File: src/rtl/urv_dm_wb_bridge.sv
// uRV data-memory port to Wishbone B4 pipelined master bridge (single outstanding transfer).
// Define URV_DM_WB_TIMEOUT_EN to force-terminate a stuck transfer as a bus error.
module urv_dm_wb_bridge #(
  parameter int g_timeout_cycles = 1024
) (
  input  logic        clk_i,
  input  logic        rst_n_i,
  input  logic [31:0] cpu_addr_i,
  input  logic [31:0] cpu_data_s_i,
  input  logic [3:0]  cpu_sel_i,
  input  logic        cpu_load_i,
  input  logic        cpu_store_i,
  output logic        cpu_ready_o,
  output logic [31:0] cpu_data_l_o,
  output logic        cpu_load_done_o,
  output logic        cpu_store_done_o,
  output logic        wb_cyc_o,
  output logic        wb_stb_o,
  output logic        wb_we_o,
  output logic [31:0] wb_adr_o,
  output logic [3:0]  wb_sel_o,
  output logic [31:0] wb_dat_o,
  input  logic [31:0] wb_dat_i,
  input  logic        wb_ack_i,
  input  logic        wb_err_i,
  input  logic        wb_stall_i,
  output logic        bus_err_o
);

  localparam logic [1:0] ST_IDLE = 2'd0;
  localparam logic [1:0] ST_REQ  = 2'd1;
  localparam logic [1:0] ST_WAIT = 2'd2;

  if ((g_timeout_cycles < 2) || (g_timeout_cycles > 65535)) begin : g_bad_timeout
    $error("g_timeout_cycles out of range 2..65535");
  end

  logic [1:0]  r_state;
  logic [31:0] r_adr;
  logic [31:0] r_dat;
  logic [3:0]  r_sel;
  logic        r_we;
  logic [31:0] r_ldat;
  logic        r_ldone;
  logic        r_sdone;
  logic        r_err;

  logic w_accept;
  logic w_live;
  logic w_ack;
  logic w_berr;
  logic w_tmo;
  logic w_fail;
  logic w_done;

  assign w_accept = (r_state == ST_IDLE) && (cpu_load_i || cpu_store_i);
  // Slave responses only count once the strobe has been taken (or is being taken now).
  assign w_live   = (r_state == ST_WAIT) || ((r_state == ST_REQ) && !wb_stall_i);
  assign w_ack    = w_live && wb_ack_i && !wb_err_i;
  assign w_berr   = w_live && wb_err_i;
  assign w_fail   = w_berr || w_tmo;
  assign w_done   = w_ack || w_fail;

`ifdef URV_DM_WB_TIMEOUT_EN
  localparam logic [15:0] LP_TMO_LAST = 16'(g_timeout_cycles - 1);
  logic [15:0] r_tmo_cnt;

  // Counter holds the number of bus cycles already spent; the g-th cycle terminates.
  assign w_tmo = (r_state != ST_IDLE) && (r_tmo_cnt == LP_TMO_LAST);

  always_ff @(posedge clk_i or negedge rst_n_i) begin
    if (!rst_n_i) begin
      r_tmo_cnt <= '0;
    end else if (w_accept) begin
      r_tmo_cnt <= '0;
    end else if (r_state != ST_IDLE) begin
      r_tmo_cnt <= r_tmo_cnt + 16'd1;
    end
  end
`else
  assign w_tmo = 1'b0;
`endif

  always_ff @(posedge clk_i or negedge rst_n_i) begin
    if (!rst_n_i) begin
      r_state <= ST_IDLE;
      r_adr   <= '0;
      r_dat   <= '0;
      r_sel   <= '0;
      r_we    <= 1'b0;
      r_ldat  <= '0;
      r_ldone <= 1'b0;
      r_sdone <= 1'b0;
      r_err   <= 1'b0;
    end else begin
      r_ldone <= 1'b0;
      r_sdone <= 1'b0;
      r_err   <= 1'b0;
      case (r_state)
        ST_IDLE: begin
          if (w_accept) begin
            r_we    <= cpu_store_i;
            r_adr   <= cpu_addr_i;
            r_dat   <= cpu_data_s_i;
            r_sel   <= cpu_sel_i;
            r_state <= ST_REQ;
          end
        end
        ST_REQ, ST_WAIT: begin
          if (w_done) begin
            r_state <= ST_IDLE;
            r_err   <= w_fail;
            if (r_we) r_sdone <= 1'b1;
            else      r_ldone <= 1'b1;
            if (w_fail)     r_ldat <= '0;
            else if (!r_we) r_ldat <= wb_dat_i;
          end else if ((r_state == ST_REQ) && !wb_stall_i) begin
            r_state <= ST_WAIT;
          end
        end
        default: r_state <= ST_IDLE;
      endcase
    end
  end

  assign cpu_ready_o      = (r_state == ST_IDLE);
  assign cpu_data_l_o     = r_ldat;
  assign cpu_load_done_o  = r_ldone;
  assign cpu_store_done_o = r_sdone;
  assign bus_err_o        = r_err;
  assign wb_cyc_o         = (r_state != ST_IDLE);
  assign wb_stb_o         = (r_state == ST_REQ);
  assign wb_we_o          = r_we;
  assign wb_adr_o         = r_adr & 32'hFFFF_FFFC;
  assign wb_sel_o         = r_sel;
  assign wb_dat_o         = r_dat;

endmodule

File: config.mk
export PLATFORM = sky130hd
export DESIGN_NAME = urv_dm_wb_bridge
export DESIGN_NICKNAME = d
export VERILOG_FILES = /design/src/rtl/urv_dm_wb_bridge.sv
export SDC_FILE = /design/constraint.sdc
export NUM_CORES = 1
export LEC_CHECK = 0
export CORE_MARGIN = 3
export CORE_UTILIZATION = 44
export CTS_BUF_LIST = sky130_fd_sc_hd__clkbuf_8
export CTS_CLUSTER_SIZE = 12
export DETAILED_ROUTE_END_ITERATION = 12
export PLACE_DENSITY_LB_ADDON = 0.3
export SETUP_SLACK_MARGIN = 0.15
export SYNTH_ARGS = -nofsm -noshare
export SYNTH_HDL_FRONTEND = slang
export SYNTH_SLANG_ARGS = --single-unit
export TNS_END_PERCENT = 50
File: constraint.sdc
create_clock -name clk_i -period 3.1 [get_ports clk_i]
set_input_delay 0.31 -clock clk_i [delete_from_list [all_inputs] [get_ports clk_i]]
set_output_delay 0.31 -clock clk_i [all_outputs]
set_load 0.03 [all_outputs]
==> impl_metrics.prom, run 1 <==
# TYPE chip_impl_metric gauge
chip_impl_metric{name="cts.reportedPaths.clkPinSlew",unit="ns"} 0.11
chip_impl_metric{name="place.gp.congestion",unit=""} 0.725
chip_impl_metric{name="worst_clock_skew",unit="ns"} 0.0131
chip_impl_metric{name="clock_latency",unit="ns"} 0.36
chip_impl_metric{name="seq_area",unit="um2"} 2600
chip_impl_metric{name="cts_setup_buffers",unit=""} 0
chip_impl_metric{name="post_synth_inst_count",unit=""} 320
chip_impl_metric{name="worst_ir_drop_vdd",unit="V"} 0.000624
chip_impl_metric{name="ys_seq_area_frac",unit=""} 0.615
chip_impl_metric{name="final_core_utilization",unit=""} 0.715
chip_impl_info{name="grt_setup_unrepaired",value="no"} 1
chip_impl_metric{name="numClockSinks",unit=""} 104
chip_impl_info{name="tritoncts_clock_tree",value="done"} 1
chip_impl_metric{name="grt_antenna_before_repair",unit=""} 0
chip_impl_metric{name="wire_length_on_met1",unit="um"} 4280
chip_impl_metric{name="hold_violations",unit=""} 0
chip_impl_metric{name="leak_pwr",unit="nW"} 2.81
chip_impl_info{name="slowest_stage",value="sky130_fd_sc_hd__clkdlybuf4s50_1"} 1
chip_impl_info{name="path_cells",value="inv_1, ha_1, clkdlybuf4s50_1"} 1
chip_impl_metric{name="share_clk_of_total_power",unit=""} 0.116
chip_impl_metric{name="worst_slew_margin_rel",unit=""} 0.360
chip_impl_metric{name="die_width",unit="um"} 104
chip_impl_metric{name="synth.ff_latch_count",unit=""} 104
chip_impl_metric{name="global_route.usage.total",unit=""} 0.208
chip_impl_metric{name="htree_num_levels",unit=""} 3
chip_impl_info{name="worst_setup_path_start_kind",value="flip-flop"} 1
chip_impl_metric{name="via_to_cell_ratio",unit=""} 4.99
chip_impl_metric{name="internal_power",unit="mW"} 4.56
chip_impl_metric{name="max_clock_freq",unit="GHz"} 0.448
chip_impl_metric{name="cts.repair.resized",unit=""} 0
chip_impl_metric{name="worst_slack_at_placement",unit="ns"} 1.14
chip_impl_info{name="run_status",value="complete, no violations"} 1
chip_impl_metric{name="min_period",unit="ns"} 2.23
chip_impl_info{name="highest_layer",value="met4"} 1
chip_impl_info{name="cts.root.buffer_cell",value="sky130_fd_sc_hd__clkbuf_8"} 1
chip_impl_info{name="synth_area_leader_cell",value="sky130_fd_sc_hd__dfrtp_1"} 1
chip_impl_metric{name="ys.warnings.count",unit=""} 0
chip_impl_metric{name="detailedRoute.firstIterationViolations",unit=""} 85
chip_impl_metric{name="core-area",unit="um2"} 9280
chip_impl_metric{name="grt_pass1_vias",unit=""} 3443
chip_impl_info{name="cp_top_family",value="buffers and inverters"} 1
chip_impl_metric{name="total_switching_power",unit="mW"} 3.33
chip_impl_metric{name="part_of_the_cycle_the_worst_path_needs",unit=""} 0.720
chip_impl_metric{name="area_growth",unit="%"} 56.9
chip_impl_metric{name="wl_met2",unit="um"} 5290
chip_impl_metric{name="multi_input_area",unit="um2"} 1470
chip_impl_info{name="synth_area_leaders",value="sky130_fd_sc_hd__dfrtp_1 (62%), sky130_fd_sc_hd__mux2_2 (18%), sky130_fd_sc_hd__a22oi_1 (5.7%)"} 1
chip_impl_metric{name="numCtsBuffers",unit=""} 9
chip_impl_metric{name="max_slew.worst_pin.slew",unit="ns"} 0.960
chip_impl_metric{name="max_stage_delay",unit="ns"} 0.73
chip_impl_metric{name="timing.final.setup_violations",unit=""} 0
chip_impl_metric{name="detail-route-antenna-nets",unit=""} 0
chip_impl_metric{name="placement.io_buffers",unit=""} 209
chip_impl_metric{name="detail_route.wl_per_cell",unit="um"} 16.7
chip_impl_metric{name="postLayoutSetupSlackWorst",unit="ns"} 0.869
chip_impl_metric{name="grt_start_max_net_pins",unit=""} 76
chip_impl_metric{name="num_io_pins",unit=""} 214
chip_impl_metric{name="floorplan.rows",unit=""} 35
chip_impl_metric{name="design.die.area",unit="um2"} 10800
chip_impl_metric{name="netlist.area_leader.share",unit=""} 0.615
chip_impl_metric{name="synthesis.area_per_instance",unit="um2"} 13.2
chip_impl_metric{name="antennaDiodeCount",unit=""} 0
chip_impl_metric{name="die_h",unit="um"} 104
chip_impl_metric{name="setup_total_negative_slack",unit="ns"} 0
chip_impl_metric{name="combinationalPowerShare",unit=""} 0.578
chip_impl_metric{name="maximum_fanout_encountered_on_the_critical_timing_path",unit=""} 6
chip_impl_metric{name="crit_required",unit="ns"} 2.79
chip_impl_metric{name="synth.cell_area",unit="um2"} 4230
chip_impl_metric{name="finalMaxSlewViolations",unit=""} 0
chip_impl_metric{name="final_nets",unit=""} 636
chip_impl_metric{name="drive_gt1_frac",unit=""} 0.177
chip_impl_metric{name="initial_core_util",unit=""} 0.456
chip_impl_metric{name="nFillCells",unit=""} 682
chip_impl_metric{name="clk_path_buf_depth",unit=""} 2
chip_impl_info{name="critPathCaptureType",value="primary output"} 1
chip_impl_info{name="crit_type",value="reg2out"} 1
chip_impl_metric{name="grt_first_pass_wirelength",unit="um"} 18000
chip_impl_metric{name="cts_hold_buf",unit=""} 0
chip_impl_metric{name="switching_share",unit=""} 0.422
chip_impl_metric{name="power_density_over_the_cells",unit="nW/um2"} 1190
chip_impl_metric{name="route.final.wire_length",unit="um"} 11000
chip_impl_metric{name="via_count",unit=""} 3286
chip_impl_info{name="worst_hold_check_path_type",value="in2async"} 1
chip_impl_metric{name="critPathArrivalTime",unit="ns"} 1.92
chip_impl_metric{name="cap_violations",unit=""} 0
chip_impl_metric{name="place_hpwl",unit="um"} 8070
chip_impl_metric{name="cp_num_buf_inv",unit=""} 2
chip_impl_metric{name="drtPass1Iterations",unit=""} 4
chip_impl_metric{name="drc",unit=""} 0
chip_impl_metric{name="synth.lib_cells_used.distinct",unit=""} 25
chip_impl_metric{name="seqPwrFrac",unit=""} 0.306
chip_impl_metric{name="dr_wl_met3",unit="um"} 1280
chip_impl_metric{name="grt_overflow",unit=""} 0
-- cell usage after synthesis, drive strengths merged --
master    n
dfrtp   104
mux2     66
nand2    35
o21ai    34
a22oi    32
buf      18
inv       6
clkbuf    5
ha        4
nor2      3
a21oi     2
nand2b    2
a211oi    1
a21o      1
conb      1
mux2i     1
nor3      1
nor3b     1
o211a     1
o21a      1
or3       1
-- power by group through the flow --
stage               combinational, mW  clock [mW]  sequential (mW)
floorplan                        1.48           0             3.70
global placement                 4.52           0             2.39
detailed placement               4.60           0             2.45
CTS                              4.62       0.947             2.42
global route                     4.85        1.00             2.51
finish                           4.56       0.918             2.42
-- stage by stage --
step                cell area [um2]  total power, mW  hold slack, ns  instances
global placement               6410             6.91           0.487        643
floorplan                      4230             5.19          0.0144        321
finish                         6630             7.89          0.0726        659
global route                   6630             8.36           0.143        659
detailed placement             6410             7.04           0.492        643
CTS                            6630             7.99           0.110        659
-- flip-flops by register name, indices dropped and copies added, names as in the netlist --
register	cells
cpu_data_l_o	32
wb_dat_o	32
r_adr	30
wb_sel_o	4
r_state	2
bus_err_o	1
cpu_load_done_o	1
cpu_store_done_o	1
wb_we_o	1
-- worst register-to-register path, delay by kind of cell (launching register included) --
kind	cells	cell delay [ns]
compound gates	3	0.57
buf+inv	2	0.47
simple gates	1	0.15
fa+ha+maj	1	0.19
flops	1	0.41
-- area by class of cell --
cell class / count / area share
Sequential cell: 104 / 0.392
Timing Repair Buffer: 216 / 0.325
Multi-Input combinational cell: 188 / 0.222
Tap cell: 129 / 0.0243
Clock buffer: 9 / 0.0187
Clock inverter: 7 / 0.0145
Inverter: 6 / 0.00339
-- path summary, 6_finish.rpt --
path                              startpoint          endpoint  slack [ns]  cells after the start
worst min-delay path                 rst_n_i       wb_dat_o[5]        0.07                      1
worst max-delay path              r_state[1]       cpu_ready_o        0.87                      3
max in group asynchronous            rst_n_i         r_adr[10]        2.18                      2
min in group clk_i              wb_dat_o[28]      wb_dat_o[28]        0.51                      1
worst min register to register  wb_dat_o[28]      wb_dat_o[28]        0.51                      1
worst max register to register    r_state[1]  cpu_data_l_o[19]        1.23                      7
-- cells in the final DEF, fill, tap and decap left out, drive strengths merged, types with 3 or more instances in the layout --
cell and instances:
a22oi 32, buf 8, clkbuf 9, clkdlybuf4s50 208, dfrtp 104, ha 4, inv 8, mux2 66
nand2 35, nor2 3, o21ai 34
-- layer usage --
metal / up-vias / track usage
li1: 1526 / -
met3: 10 / 0.0993
met2: 152 / 0.335
met5: - / 0
met4: 0 / 0.0665
met1: 1598 / 0.246
-- cells by family after synthesis --
logic type / Yosys count / share of synthesized area
multiplexers: 67 / 0.178
buffers and inverters: 29 / 0.0399
AND/OR/NAND/NOR: 43 / 0.0411
other: 1 / 0.000887
flip-flops: 104 / 0.615
adder cells (fa/ha/maj): 4 / 0.0118
AO/OA/AOI/OAI: 72 / 0.113
(Power assumes the default switching activity.)
==> inputs of run 2 (changes only) <==
--- a/config.mk
+++ b/config.mk
@@ -6,7 +6,7 @@
 export NUM_CORES = 1
 export LEC_CHECK = 0
 export CORE_MARGIN = 3
-export CORE_UTILIZATION = 44
+export CORE_UTILIZATION = 37
 export CTS_BUF_LIST = sky130_fd_sc_hd__clkbuf_8
 export CTS_CLUSTER_SIZE = 12
 export DETAILED_ROUTE_END_ITERATION = 12
==> constraint.sdc (replaced) <==
create_clock -name clk_i -period 1.9 [get_ports clk_i]
set_input_delay 0.19 -clock clk_i [delete_from_list [all_inputs] [get_ports clk_i]]
set_output_delay 0.19 -clock clk_i [all_outputs]
set_load 0.03 [all_outputs]
==> impl_metrics.prom, run 2 (synthesis gave the netlist of run 1 again) <==
# TYPE chip_impl_metric gauge
chip_impl_metric{name="hold_violations",unit=""} 0
chip_impl_metric{name="seq_area",unit="um2"} 2600
chip_impl_metric{name="detail_route.wl_per_cell",unit="um"} 16.5
chip_impl_info{name="run_status",value="complete, no violations"} 1
chip_impl_metric{name="num_io_pins",unit=""} 214
chip_impl_metric{name="worst_clock_skew",unit="ns"} 0.00691
chip_impl_metric{name="grt_antenna_before_repair",unit=""} 0
chip_impl_metric{name="max_clock_freq",unit="GHz"} 0.581
chip_impl_metric{name="grt_overflow",unit=""} 0
chip_impl_metric{name="antennaDiodeCount",unit=""} 0
chip_impl_metric{name="nFillCells",unit=""} 897
chip_impl_metric{name="maximum_fanout_encountered_on_the_critical_timing_path",unit=""} 3
chip_impl_metric{name="grt_first_pass_wirelength",unit="um"} 17900
chip_impl_metric{name="die_width",unit="um"} 113
chip_impl_info{name="crit_type",value="reg2out"} 1
chip_impl_metric{name="htree_num_levels",unit=""} 3
chip_impl_metric{name="die_h",unit="um"} 113
chip_impl_metric{name="global_route.usage.total",unit=""} 0.177
chip_impl_info{name="critPathCaptureType",value="primary output"} 1
chip_impl_metric{name="design.die.area",unit="um2"} 12700
chip_impl_metric{name="drtPass1Iterations",unit=""} 4
chip_impl_metric{name="critPathArrivalTime",unit="ns"} 1.53
chip_impl_metric{name="placement.io_buffers",unit=""} 209
chip_impl_metric{name="reg2regPathDepth",unit=""} 7
chip_impl_metric{name="grt_start_max_net_pins",unit=""} 105
chip_impl_metric{name="multi_input_area",unit="um2"} 1490
chip_impl_metric{name="clock_latency",unit="ns"} 0.36
chip_impl_metric{name="numCtsBuffers",unit=""} 9
chip_impl_metric{name="detailedRoute.firstIterationViolations",unit=""} 262
chip_impl_info{name="worst_r2r_endpoint",value="cpu_data_l_o[0]"} 1
chip_impl_metric{name="finalMaxSlewViolations",unit=""} 0
chip_impl_metric{name="worst_ir_drop_vdd",unit="V"} 0.00103
chip_impl_info{name="worst_hold_check_path_type",value="in2async"} 1
chip_impl_metric{name="floorplan.rows",unit=""} 38
chip_impl_info{name="layout.cells.most_common",value="sky130_fd_sc_hd__clkdlybuf4s50_1"} 1
chip_impl_metric{name="timing.final.setup_violations",unit=""} 0
chip_impl_metric{name="total_power",unit="mW"} 12.8
chip_impl_metric{name="core-area",unit="um2"} 11000
chip_impl_metric{name="worst_slew_margin_rel",unit=""} 0.593
chip_impl_metric{name="power_density_over_the_cells",unit="nW/um2"} 1920
chip_impl_metric{name="cap_violations",unit=""} 0
chip_impl_metric{name="drive_gt1_frac",unit=""} 0.188
chip_impl_metric{name="final_nets",unit=""} 639
chip_impl_metric{name="cts_setup_buffers",unit=""} 0
chip_impl_metric{name="setup.reg_to_reg.worst_slack",unit="ns"} 0.24
chip_impl_metric{name="grt_pass1_vias",unit=""} 3528
chip_impl_metric{name="via_count",unit=""} 3292
chip_impl_metric{name="crit_required",unit="ns"} 1.71
chip_impl_metric{name="route.final.wire_length",unit="um"} 11100
chip_impl_metric{name="area_growth",unit="%"} 58.3
chip_impl_metric{name="part_of_the_cycle_the_worst_path_needs",unit=""} 0.906
chip_impl_metric{name="max_slew.worst_pin.slew",unit="ns"} 0.610
chip_impl_info{name="tritoncts_clock_tree",value="done"} 1
chip_impl_metric{name="detail-route-antenna-nets",unit=""} 0
chip_impl_metric{name="setup_total_negative_slack",unit="ns"} 0
chip_impl_info{name="crit-reg2reg-launch",value="r_state[1]"} 1
chip_impl_metric{name="clk_path_buf_depth",unit=""} 2
chip_impl_metric{name="numClockSinks",unit=""} 104
chip_impl_metric{name="min_period",unit="ns"} 1.72
chip_impl_info{name="grt_setup_unrepaired",value="yes"} 1
chip_impl_metric{name="via_to_cell_ratio",unit=""} 4.90
chip_impl_metric{name="leak_pwr",unit="nW"} 2.84
chip_impl_metric{name="place.gp.congestion",unit=""} 0.791
chip_impl_metric{name="place_hpwl",unit="um"} 8170
chip_impl_metric{name="initial_core_util",unit=""} 0.385
chip_impl_info{name="cts.root.buffer_cell",value="sky130_fd_sc_hd__clkbuf_8"} 1
chip_impl_metric{name="drc",unit=""} 0
chip_impl_info{name="worst_setup_path_start_kind",value="flip-flop"} 1
chip_impl_info{name="mostFrequentLayoutCells",value="sky130_fd_sc_hd__clkdlybuf4s50_1 (205), sky130_fd_sc_hd__dfrtp_1 (104), sky130_fd_sc_hd__mux2_2 (66)"} 1
chip_impl_metric{name="cts.reportedPaths.clkPinSlew",unit="ns"} 0.09
## run 2: cell types whose count changed in the layout (fill, tap and decap cells not counted), sizes merged
cell and delta:
clkinv -1, buf +2, clkdlybuf4s15 +1, clkdlybuf4s50 -3
clkbuf +4, dlygate4sd3 +1, bufinv -1, inv -1
dlygate4sd2 +1, clkinvlp -1
## run 2: layout make-up
class | count | share of cell area
multi-input combinational | 188 | 0.222
clock inverter | 3 | 0.00617
sequential | 104 | 0.389
timing repair buffer | 219 | 0.329
inverter | 6 | 0.00336
clock buffer | 12 | 0.0247
tap | 140 | 0.0262
## run 2: where the power goes
| part | switching (mW) | internal, mW | total [mW] |
|---|---|---|---|
| logic | 4.05 | 3.43 | 7.48 |
| registers | 0.624 | 3.32 | 3.94 |
| clock network | 0.706 | 0.706 | 1.41 |
| total | 5.38 | 7.45 | 12.8 |
## run 2: timing repair
action,CTS,global route
endpoints found under the hold margin,104,0
endpoints found under the setup margin,5,35
pin swaps,0,1
hold buffers,1,0
gates resized for setup,5,6
## run 2: stage by stage
step	instances	worst slack (ns)	hold WS [ns]	instance area, um2	utilization
finish	672	0.178	0.380	6700	0.610
global route	672	0.0993	0.413	6700	0.610
CTS	672	0.0910	0.415	6690	0.609
detailed placement	656	0.156	0.309	6470	0.589
global placement	656	0.210	0.307	6470	0.589
floorplan	321	0.105	-0.106	4240	-
## run 2: critical path, stage by stage (launching register included)
cell and delay [ns]:
sky130_fd_sc_hd__dfrtp_1 0.42, sky130_fd_sc_hd__inv_1 0.12, sky130_fd_sc_hd__ha_2 0.21, sky130_fd_sc_hd__dlygate4sd2_1 0.43
## run 2: routing by layer
layer,up-vias,global-route usage,wire length (um)
met1,1583,0.216,4220
li1,1538,-,-
met4,0,0.0641,195
met5,-,0,0
met3,13,0.0786,1420
met2,158,0.278,5230
## run 2: how the worst max path moves through the flow
stage,from,end,slack [ns],depth (start not counted)
2_1_floorplan,r_state[1],cpu_data_l_o[13],0.11,8
3_3_place_gp,cpu_store_i,wb_dat_o[8],0.21,4
3_5_place_dp,cpu_store_i,wb_dat_o[17],0.16,4
4_1_cts,r_state[0],cpu_ready_o,0.09,3
5_1_grt,r_state[1],wb_cyc_o,0.1,4
6_report,r_state[1],wb_stb_o,0.18,3
==> inputs of run 3 (changes only) <==
--- a/config.mk
+++ b/config.mk
@@ -6,8 +6,8 @@
 export NUM_CORES = 1
 export LEC_CHECK = 0
 export CORE_MARGIN = 3
-export CORE_UTILIZATION = 37
-export CTS_BUF_LIST = sky130_fd_sc_hd__clkbuf_8
+export CORE_UTILIZATION = 36
+export CTS_BUF_LIST = sky130_fd_sc_hd__clkbuf_8 sky130_fd_sc_hd__clkbuf_16
 export CTS_CLUSTER_SIZE = 12
 export DETAILED_ROUTE_END_ITERATION = 12
 export PLACE_DENSITY_LB_ADDON = 0.3
==> impl_metrics.prom, run 3 (synthesis gave the netlist of run 1 again) <==
# TYPE chip_impl_metric gauge
chip_impl_metric{name="placement.io_buffers",unit=""} 209
chip_impl_info{name="cts.root.buffer_cell",value="sky130_fd_sc_hd__clkbuf_16"} 1
chip_impl_metric{name="final_nets",unit=""} 644
chip_impl_info{name="tritoncts_clock_tree",value="done"} 1
chip_impl_info{name="grt_setup_unrepaired",value="yes"} 1
chip_impl_metric{name="die_h",unit="um"} 114
chip_impl_metric{name="worst_ir_drop_vdd",unit="V"} 0.00117
chip_impl_metric{name="clock_latency",unit="ns"} 0.35
chip_impl_info{name="path_cells",value="inv_2, ha_1, inv_1, a211oi_4, buf_6, clkbuf_16, a22oi_1, o21ai_0"} 1
chip_impl_metric{name="via_count",unit=""} 3338
chip_impl_metric{name="grt_pass1_vias",unit=""} 3555
chip_impl_metric{name="detailed_place.area",unit="um2"} 6490
chip_impl_metric{name="nFillCells",unit=""} 919
chip_impl_metric{name="max_stage_delay",unit="ns"} 0.41
chip_impl_metric{name="hold_violations",unit=""} 0
chip_impl_metric{name="drc",unit=""} 0
chip_impl_metric{name="numClockSinks",unit=""} 104
chip_impl_metric{name="power_density_over_the_cells",unit="nW/um2"} 1950
chip_impl_metric{name="cap_violations",unit=""} 0
chip_impl_metric{name="clk_path_buf_depth",unit=""} 2
chip_impl_metric{name="design.die.area",unit="um2"} 13100
chip_impl_metric{name="worst_clock_skew",unit="ns"} 0.00596
chip_impl_metric{name="core-area",unit="um2"} 11200
chip_impl_info{name="layout.cells.most_common",value="sky130_fd_sc_hd__clkdlybuf4s50_1"} 1
chip_impl_metric{name="floorplan.rows",unit=""} 38
chip_impl_metric{name="part_of_the_cycle_the_worst_path_needs",unit=""} 0.890
chip_impl_metric{name="dpl.cell_count",unit=""} 656
chip_impl_metric{name="grt_start_max_net_pins",unit=""} 46
chip_impl_metric{name="initial_core_util",unit=""} 0.378
chip_impl_info{name="crit_type",value="reg2reg"} 1
chip_impl_metric{name="route.final.wire_length",unit="um"} 11600
chip_impl_metric{name="antennaDiodeCount",unit=""} 0
chip_impl_metric{name="numCtsBuffers",unit=""} 9
chip_impl_metric{name="grt_first_pass_wirelength",unit="um"} 17900
chip_impl_metric{name="stdcell_count",unit=""} 678
chip_impl_metric{name="finalMaxSlewViolations",unit=""} 0
chip_impl_metric{name="maximum_fanout_encountered_on_the_critical_timing_path",unit=""} 8
chip_impl_metric{name="grt_overflow",unit=""} 0
chip_impl_info{name="mostFrequentLayoutCells",value="sky130_fd_sc_hd__clkdlybuf4s50_1 (204), sky130_fd_sc_hd__dfrtp_1 (104), sky130_fd_sc_hd__mux2_2 (66)"} 1
chip_impl_metric{name="timing.final.setup_violations",unit=""} 0
chip_impl_metric{name="htree_num_levels",unit=""} 3
chip_impl_metric{name="min_period",unit="ns"} 1.69
chip_impl_metric{name="num_io_pins",unit=""} 214
chip_impl_metric{name="critPathArrivalTime",unit="ns"} 1.96
chip_impl_metric{name="final_design_area_no_fill",unit="um2"} 6910
chip_impl_metric{name="die_width",unit="um"} 114
chip_impl_metric{name="detailedRoute.firstIterationViolations",unit=""} 193
chip_impl_metric{name="area_growth",unit="%"} 63.3
chip_impl_metric{name="total_power",unit="mW"} 13.5
chip_impl_metric{name="leak_pwr",unit="nW"} 2.94
chip_impl_metric{name="max_clock_freq",unit="GHz"} 0.592
chip_impl_metric{name="reg2regPathDepth",unit=""} 8
chip_impl_metric{name="detail_route.wl_per_cell",unit="um"} 17.1
chip_impl_info{name="run_status",value="complete, no violations"} 1
chip_impl_metric{name="detail-route-antenna-nets",unit=""} 0
chip_impl_metric{name="place.gp.congestion",unit=""} 0.771
chip_impl_metric{name="place_hpwl",unit="um"} 8250
chip_impl_metric{name="setup_total_negative_slack",unit="ns"} 0
chip_impl_metric{name="finalHoldWorstSlack",unit="ns"} 0.364
chip_impl_metric{name="drtPass1Iterations",unit=""} 4
chip_impl_info{name="worst_hold_check_path_type",value="in2async"} 1
chip_impl_info{name="slowest_stage",value="sky130_fd_sc_hd__dfrtp_1"} 1
chip_impl_metric{name="max_slew.worst_pin.slew",unit="ns"} 0.542
chip_impl_metric{name="crit_required",unit="ns"} 2.17
chip_impl_metric{name="worst_slew_margin_rel",unit=""} 0.639
chip_impl_metric{name="drive_gt1_frac",unit=""} 0.197
chip_impl_info{name="worst_setup_path_start_kind",value="flip-flop"} 1
chip_impl_metric{name="cts.reportedPaths.clkPinSlew",unit="ns"} 0.07
chip_impl_metric{name="grt_antenna_before_repair",unit=""} 0
chip_impl_metric{name="via_to_cell_ratio",unit=""} 4.92
chip_impl_info{name="critPathCaptureType",value="flip-flop"} 1
chip_impl_metric{name="global_route.usage.total",unit=""} 0.177
run 3: stage by stage:
stage,setup WS [ns],utilization
floorplan,0.105,-
global placement,0.239,0.581
detailed placement,0.194,0.581
CTS,0.0907,0.609
global route,0.123,0.618
finish,0.210,0.618
run 3: where the power goes:
part	internal, mW	switching (mW)
sequential	3.32	0.618
combinational	3.56	4.12
clock	1.05	0.804
total	7.93	5.54
run 3: final cells by class:
type	count	area, um2	share of cell area
Sequential cell	104	2600	0.377
Clock buffer	10	239	0.0346
Clock inverter	6	60.1	0.00870
Tap cell	140	175	0.0254
Inverter	6	22.5	0.00326
Timing Repair Buffer	224	2310	0.335
Multi-Input combinational cell	188	1500	0.217
run 3: worst paths after layout:
path	startpoint	end	slack (ns)
min	rst_n_i	cpu_data_l_o[12]	0.36
max	r_state[0]	cpu_data_l_o[31]	0.21
max in group asynchronous	rst_n_i	r_adr[17]	0.90
min reg2reg	wb_sel_o[1]	wb_sel_o[1]	0.51
max reg2reg	r_state[0]	cpu_data_l_o[31]	0.21
min in group clk_i	cpu_addr_i[11]	r_adr[11]	0.45
run 3: repair_timing:
item / in CTS / in global routing
setup endpoints to repair: 3 / 16
gates cloned: 0 / 3
pin swaps: 0 / 1
buffers inserted: 0 / 2
endpoints found under the hold margin: 36 / 0
gates resized for setup: 3 / 9
hold buffers: 1 / 0
run 3: worst max-delay path: cells and delay by family, from the launching register on:
family	cells	cell delay, ns
flip-flops	1	0.41
AO/OA/AOI/OAI	3	0.54
buffers and inverters	4	0.51
adder cells (fa/ha/maj)	1	0.15
run 3: metal layers:
metal  vias to the layer above  track usage  share of wire
met5                         -            0              0
met4                         0       0.0641          0.012
met3                        11       0.0877           0.12
met2                       157        0.295           0.50
met1                      1624        0.193           0.37
li1                       1546            -              -
